### config.mk
export PLATFORM = sky130hd
export DESIGN_NAME = piso_framer
export DESIGN_NICKNAME = d
export VERILOG_FILES = /design/src/rtl/piso_framer.sv
export SDC_FILE = /design/constraint.sdc
export NUM_CORES = 1
export LEC_CHECK = 0
export BUFFER_PORTS_ARGS = -buffer_cell sky130_fd_sc_hd__clkbuf_2
export CAP_MARGIN = 20
export CORE_MARGIN = 2
export CORE_UTILIZATION = 47
export DETAILED_ROUTE_END_ITERATION = 6
export PLACE_DENSITY_LB_ADDON = 0.25
export SLEW_MARGIN = 30
export SYNTH_ARGS = -nofsm -noshare
export SYNTH_HDL_FRONTEND = slang
export SYNTH_SLANG_ARGS = --single-unit
### constraint.sdc
create_clock -name clk -period 1.3 [get_ports clk]
set_input_delay 0.195 -clock clk [delete_from_list [all_inputs] [get_ports clk]]
set_output_delay 0.195 -clock clk [all_outputs]
set_load 0.01 [all_outputs]
### src/rtl/piso_framer.sv
`timescale 1ns/1ps
`default_nettype none
// ============================================================================
//  Module     : piso_framer
//  Description: Parallel-in / serial-out framer. Words arrive on a
//               valid/ready handshake into a one-word hold register. They are
//               then moved into a shift register and emitted one bit per
//               enabled clock as a framed serial stream. The stream carries
//               frame_start on the first bit and ser_last on the final bit.
//               While the hold register stays full, frames follow each other
//               with no gap.
//
//  Parameters : WIDTH      - parallel word width in bits (2..16)
//               MSB_FIRST  - 1: bit WIDTH-1 goes out first, 0: bit 0 first
//
//  Ports      : clk          in   rising-edge clock
//               rst          in   asynchronous active-high reset
//               en           in   shift enable (serialiser advances only when 1)
//               parallel     in   word to serialise [WIDTH-1:0]
//               par_valid    in   parallel holds a valid word
//               par_ready    out  block accepts a word this cycle
//               serial       out  registered serial bit
//               ser_valid    out  serial carries a frame bit this cycle
//               frame_start  out  first bit of a frame
//               ser_last     out  last bit of a frame
//
//  Compile-time option:
//               PISO_PARITY_EN - when defined, each frame is followed by an
//                                even-parity bit, which carries ser_last.
//
//  Revision   : 1.0  initial release
// ============================================================================
module piso_framer #(
    parameter int unsigned WIDTH     = 4,
    parameter bit          MSB_FIRST = 1'b1
) (
    input  logic             clk,
    input  logic             rst,
    input  logic             en,
    input  logic [WIDTH-1:0] parallel,
    input  logic             par_valid,
    output logic             par_ready,
    output logic             serial,
    output logic             ser_valid,
    output logic             frame_start,
    output logic             ser_last
);

    // Counter reaches WIDTH at most (one past the last data bit).
    localparam int unsigned        CNT_W      = $clog2(WIDTH + 1);
    localparam logic [CNT_W-1:0]   c_cnt_last = CNT_W'(WIDTH - 1);

    localparam logic [1:0] c_st_idle   = 2'd0;
    localparam logic [1:0] c_st_shift  = 2'd1;
`ifdef PISO_PARITY_EN
    localparam logic [1:0] c_st_parity = 2'd2;
`endif

    // ------------------------------------------------------------------
    // State
    // ------------------------------------------------------------------
    logic [1:0]       state_q,       state_d;
    logic [WIDTH-1:0] hold_q,        hold_d;
    logic             hold_full_q,   hold_full_d;
    logic [WIDTH-1:0] shreg_q,       shreg_d;
    logic [CNT_W-1:0] cnt_q,         cnt_d;
    logic             serial_q,      serial_d;
    logic             ser_valid_q,   ser_valid_d;
    logic             frame_start_q, frame_start_d;
    logic             ser_last_q,    ser_last_d;
`ifdef PISO_PARITY_EN
    logic             parity_q,      parity_d;
`endif

    logic             w_accept;
    logic             w_load;
    logic             w_next_bit;
    logic [WIDTH-1:0] w_shifted;

    // par_ready depends only on a flop, so no combinational path from
    // par_valid exists. A word freed on this edge can only be replaced
    // from the next cycle onward.
    assign w_accept = par_valid & ~hold_full_q;

    // Bit selection and shift direction are fixed by MSB_FIRST.
    generate
        if (MSB_FIRST) begin : g_msb_first
            assign w_next_bit = shreg_q[WIDTH-1];
            assign w_shifted  = {shreg_q[WIDTH-2:0], 1'b0};
        end else begin : g_lsb_first
            assign w_next_bit = shreg_q[0];
            assign w_shifted  = {1'b0, shreg_q[WIDTH-1:1]};
        end
    endgenerate

    // ------------------------------------------------------------------
    // Next-state logic
    // ------------------------------------------------------------------
    always_comb begin
        state_d       = state_q;
        hold_d        = hold_q;
        hold_full_d   = hold_full_q;
        shreg_d       = shreg_q;
        cnt_d         = cnt_q;
        serial_d      = serial_q;
        // Frame strobes are single-cycle: low unless a bit goes out now.
        ser_valid_d   = 1'b0;
        frame_start_d = 1'b0;
        ser_last_d    = 1'b0;
        w_load        = 1'b0;
`ifdef PISO_PARITY_EN
        parity_d      = parity_q;
`endif

        // Accept only happens while the hold register is empty. Load only
        // happens while it is full. The two can never collide on hold_full.
        if (w_accept) begin
            hold_d      = parallel;
            hold_full_d = 1'b1;
        end

        case (state_q)
            c_st_idle: begin
                // The transfer into the shift register does not wait for en.
                if (hold_full_q) begin
                    w_load = 1'b1;
                end
            end

            c_st_shift: begin
                if (en) begin
                    serial_d      = w_next_bit;
                    ser_valid_d   = 1'b1;
                    frame_start_d = (cnt_q == '0);
                    shreg_d       = w_shifted;
                    cnt_d         = cnt_q + 1'b1;
                    if (cnt_q == c_cnt_last) begin
`ifdef PISO_PARITY_EN
                        state_d = c_st_parity;
`else
                        ser_last_d = 1'b1;
                        // Reloading on the last data bit keeps frames gapless.
                        if (hold_full_q) begin
                            w_load = 1'b1;
                        end else begin
                            state_d = c_st_idle;
                        end
`endif
                    end
                end
            end

`ifdef PISO_PARITY_EN
            c_st_parity: begin
                if (en) begin
                    serial_d    = parity_q;
                    ser_valid_d = 1'b1;
                    ser_last_d  = 1'b1;
                    if (hold_full_q) begin
                        w_load = 1'b1;
                    end else begin
                        state_d = c_st_idle;
                    end
                end
            end
`endif

            default: begin
                state_d = c_st_idle;
            end
        endcase

        // Move the held word into the shift register and start a new frame.
        if (w_load) begin
            state_d     = c_st_shift;
            shreg_d     = hold_q;
            hold_full_d = 1'b0;
            cnt_d       = '0;
`ifdef PISO_PARITY_EN
            // Even parity over the data bits is fixed once the word is known.
            parity_d    = ^hold_q;
`endif
        end
    end

    // ------------------------------------------------------------------
    // Registers
    // ------------------------------------------------------------------
    always_ff @(posedge clk or posedge rst) begin
        if (rst) begin
            state_q       <= c_st_idle;
            hold_q        <= '0;
            hold_full_q   <= 1'b0;
            shreg_q       <= '0;
            cnt_q         <= '0;
            serial_q      <= 1'b0;
            ser_valid_q   <= 1'b0;
            frame_start_q <= 1'b0;
            ser_last_q    <= 1'b0;
`ifdef PISO_PARITY_EN
            parity_q      <= 1'b0;
`endif
        end else begin
            state_q       <= state_d;
            hold_q        <= hold_d;
            hold_full_q   <= hold_full_d;
            shreg_q       <= shreg_d;
            cnt_q         <= cnt_d;
            serial_q      <= serial_d;
            ser_valid_q   <= ser_valid_d;
            frame_start_q <= frame_start_d;
            ser_last_q    <= ser_last_d;
`ifdef PISO_PARITY_EN
            parity_q      <= parity_d;
`endif
        end
    end

    assign par_ready   = ~hold_full_q;
    assign serial      = serial_q;
    assign ser_valid   = ser_valid_q;
    assign frame_start = frame_start_q;
    assign ser_last    = ser_last_q;

endmodule
`default_nettype wire
# --- Word-level counts from Yosys, hierarchy flattened ---
# Cells that the tools add are included.
totals:
  input_bits: 8
  regBits: 18
  word_cells: 50
  out_inout_bits: 5
op_classes:
  bitwise_logic: 2
  reduce_logical: 8
  n_eq_ne: 6
  n_mux: 24
  addsub: 1
op_table:
  columns: ["operator", "count"]
  rows:
  - ["$mux W1", 12]
  - ["$mux W4", 3]
  - ["$mux W3", 3]
  - ["$ne A3 B3 Y1 const B", 3]
  - ["$mux W2", 4]
  - ["$reduce_bool A2 Y1", 3]
  - ["$pmux W2 S2", 1]
  - ["$reduce_and A2 Y1", 2]
  - ["$reduce_and A4 Y1", 1]
  - ["$add A3 B1 Y3 const B", 1]
  - ["$eq A3 B2 Y1 const B", 1]
  - ["$logic_not A3 Y1", 1]
  - ["$eq A2 B1 Y1 const B", 1]
  - ["$logic_not A2 Y1", 1]
  - ["$ne A2 B2 Y1 const B", 1]
  - ["$pmux W1 S2", 1]
  - ["$and A1 B1 Y1", 1]
  - ["$not A1 Y1", 1]

# --- Longest topological paths before layout ---
depth:
  ltp_word: 6
  mapped_depth: 5

# --- Least setup slack after synthesis ---
# Ideal clock, no wire load.
synth_path:
  path_type: "register to register"
  from: "reg cnt_q[0]"
  to: "reg shreg_q[1]"
  required_time_ns: 1.175
  path_buffers: 0
  arrival_ns: 1.184
  setup_time_ns: 0.125
  path_stages_with_launch: 6
  path_slack_ns: -0.008
  path_cell_list: "dfrtp_1 ha_1 ha_1 nand2_1 mux2i_1 a21oi_1"
synth_via:
  elab_chain_cells: 6
  elab_cells_between_ends: 8
  classes_between: "eq/ne: 1; mux: 4; reduce/logical: 3"
synth_lines:
  columns: ["item", "line_no", "text"]
  rows:
  - ["start: declaration", "66", "logic [CNT_W-1:0] cnt_q, cnt_d;"]
  - ["start signal: assignment", "208", "cnt_q <= cnt_d;"]
  - ["$eq A3 B2 Y1 (*)", "137", "if (cnt_q == c_cnt_last) begin"]
  - ["$mux W1 (*)", "137", null]
  - ["$mux W1 (*)", "131", "if (en) begin"]
  - ["$pmux W1 S2 (*)", "122", "case (state_q)"]
  - ["$reduce_bool A2 Y1 (no source line)", null, null]
  - ["$reduce_and A2 Y1 (no source line)", null, null]
  - ["end signal: assignment", "207", "shreg_q <= shreg_d;"]
  - ["end: declaration", "65", "logic [WIDTH-1:0] shreg_q, shreg_d;"]
# Mark *: on every way between the ends. The rest lies on a longest branch, timed or not.
# A chain may end at the register's enable or synchronous reset.

# --- Worst setup path after layout ---
layout_path:
  from: "reg cnt_q[1]"
  to: "reg shreg_q[3]"
# The elaborated chain is that of the path after synthesis.

==> flow_summary.json <==
{
  "status": "complete, no violations",
  "num_rows": 14,
  "drcViolationCount": 0,
  "rsz0062_at_grt": "true",
  "die_area_sq_um": 2010,
  "antenna_left": 0,
  "syn_avg_cell_area_sq_um": 11.7,
  "maxSlewViolCount": 0,
  "viasPerCell": 5.38,
  "ys_ff_latch": 17,
  "worstMarginPinSlew_ps": 251,
  "crit_top_cell": "ha_4",
  "die_w_microns": 44.9,
  "cp.required_ps": 1480,
  "peakVddDrop_v": 0.000943,
  "dp_slack_ps": -50.8,
  "vias": 538,
  "path_clk_slew_ps": 90,
  "cts_tree": "yes",
  "syn_nets": 78,
  "port_buffers": 12,
  "maxCapViolCount": 0,
  "areaGrowthSynthToFinish_pct": 19.6,
  "grt_max_degree": 18,
  "slew-limit-headroom_pct": 83.3,
  "end_kind": "register",
  "criticalPathCategory": "reg -> reg",
  "cts_setup_buffers": 0,
  "hp-start": "parallel[0]",
  "drive_gt1_share_pct": 36.9,
  "reg2reg_from": "cnt_q[1]",
  "cts_buffers": 3,
  "crit_start": "cnt_q[1]",
  "path_cells": "ha_4 -> ha_4 -> nand2_4 -> mux2i_1 -> a21oi_1",
  "max_stage_delay_ps": 420,
  "fp.dieH_microns": 44.9,
  "post-route-util_pct": 60.9,
  "fin_crit_ps": 1250,
  "antenna_cells": 0,
  "grt_pass1_wl_microns": 2350,
  "wirelength_microns": 1310,
  "yosysWarnings": 0,
  "grt.total_usage_pct": 16.9,
  "core_sq_um": 1540,
  "drtIter0Drc": 6,
  "place_area_sq_um": 866,
  "yosys.cell_types.count": 21,
  "routabilityCongestion": 0.797,
  "netlist_instances": 67,
  "startpoint_type": "register",
  "cts.sink_count": 17,
  "setup_viol": 0,
  "critical_path_arrival_ps": 1420,
  "powerDensity_nw_per_um2": 1890,
  "cp_max_fo": 4,
  "seq_area_frac_synth_pct": 54.2,
  "ios": 13,
  "final_cell_area_sq_um": 938,
  "top_regs": "hold_q (4), shreg_q (4), cnt_q (3)",
  "cts-root-buf": "clkbuf_4",
  "grt-ovfl-total": 0,
  "cts_buffer_depth": 2,
  "htree_levels": 1,
  "hold_path_class": "in -> reg",
  "setup_slack_ps": 52.2,
  "cp_slowest_cell": "dfrtp_1",
  "drt-wirelength-per-cell_microns": 13.1,
  "fin_crit_sh_pct": 96.0,
  "power_mw": 1.78,
  "finalHoldViolations": 0,
  "tns_ps": 0,
  "start_util_pct": 50.9,
  "synthesis.area_sq_um": 785,
  "finalClockSkew_ps": 1.79,
  "drtPass1Iterations": 4,
  "clock.fmax_ghz": 0.801,
  "dp_hpwl_microns": 946,
  "nets": 96,
  "power_leakage_nw": 0.495,
  "clkLatencyLatePin_ps": 280,
  "grt_pass1_vias": 534,
  "antenna_found_initial": 0
}
[critical path, delay by kind of cell (launching register included)]
kind	cells	cell delay, ps
AO/OA/AOI/OAI	1	80
AND/OR/NAND/NOR	1	90
adder cells (fa/ha/maj)	2	350
flip-flops	1	420
multiplexers	1	190
[worst paths after layout]
kind | slack (ps) | endpoint | cells after the start
worst min-delay path | 130 | hold_q[0] | 2
worst max-delay path | 50 | shreg_q[3] | 5
min in group asynchronous | 450 | hold_q[3] | 4
worst min register to register | 520 | hold_q[0] | 1
worst max register to register | 50 | shreg_q[3] | 5
max in group asynchronous | 650 | hold_full_q | 4
[area by class of cell]
cell class	instances	area, sq um
Timing Repair Buffer	15	85.1
Clock inverter	1	5.00
Clock buffer	3	22.5
Tap cell	16	20.0
Inverter	8	30.0
Fill cell	142	603
Multi-Input combinational cell	40	349
Sequential cell	17	427
[kinds of logic (layout without fill, tap and decap cells)]
| group | after synthesis | in the layout | synth area share, % |
|---|---|---|---|
| compound gates | 13 | 13 | 9.89 |
| fa+ha+maj | 3 | 3 | 4.79 |
| buf+inv | 10 | 27 | 5.90 |
| flops | 17 | 17 | 54.2 |
| mux | 10 | 10 | 14.2 |
| simple gates | 14 | 14 | 11.0 |
[cells in the final DEF (no fill, tap or decap), types with 2 or more instances in the layout]
cell | Yosys | routed
dfrtp_1 | 17 | 16
clkbuf_2 | 0 | 12
inv_1 | 8 | 8
o22ai_1 | 5 | 5
mux2_2 | 5 | 5
mux2i_1 | 4 | 4
or2b_1 | 3 | 3
a21oi_1 | 4 | 3
clkbuf_4 | 0 | 3
nand2_1 | 3 | 2
nand3_1 | 2 | 2
o21ai_0 | 2 | 2
and3_1 | 2 | 2
ha_4 | 0 | 2
buf_4 | 0 | 2
[routing by layer]
metal / global-route usage, % / vias up / wire [microns]
li1: - / 264 / -
met1: 19.3 / 257 / 581
met2: 28.7 / 15 / 630
met3: 7.20 / 2 / 84
met4: 5.29 / 0 / 13
met5: 0 / - / 0
[report_power, final]
part	internal [mW]	switching (mW)	total, mW
Sequential	0.722	0.162	0.884
Clock	0.114	0.156	0.270
Combinational	0.343	0.279	0.622
Total	1.18	0.597	1.78
[metrics by stage]
stage / instances / hold WS [ps]
floorplan: 67 / 121
global placement: 95 / 194
detailed placement: 95 / 196
CTS: 100 / 122
global route: 100 / 115
finish: 100 / 133
[Yosys cell counts]
cell,instances,area [sq um]
a21o_1,1,7.51
a21oi_1,4,20.0
a2bb2oi_1,1,8.76
and3_1,2,12.5
buf_2,1,5.00
buf_6,1,11.3
dfrtp_1,17,425
ha_1,3,37.5
inv_1,8,30.0
mux2_2,5,56.3
mux2_4,1,15.0
mux2i_1,4,40.0
nand2_1,3,11.3
nand2b_1,1,6.26
nand3_1,2,10.0
nor2_1,1,3.75
nor2b_4,1,13.8
o21ai_0,2,10.0
o22ai_1,5,31.3
or2_2,1,6.26
or2b_1,3,22.5
[repair_timing]
item,4_1_cts,5_1_grt
endpoints found under the setup margin,7,8
resized for setup,4,3
hold buffers,1,0
gates cloned,0,0
pin swaps,0,3
endpoints found under the hold margin,17,0
Power figures use the tool's default switching activity.
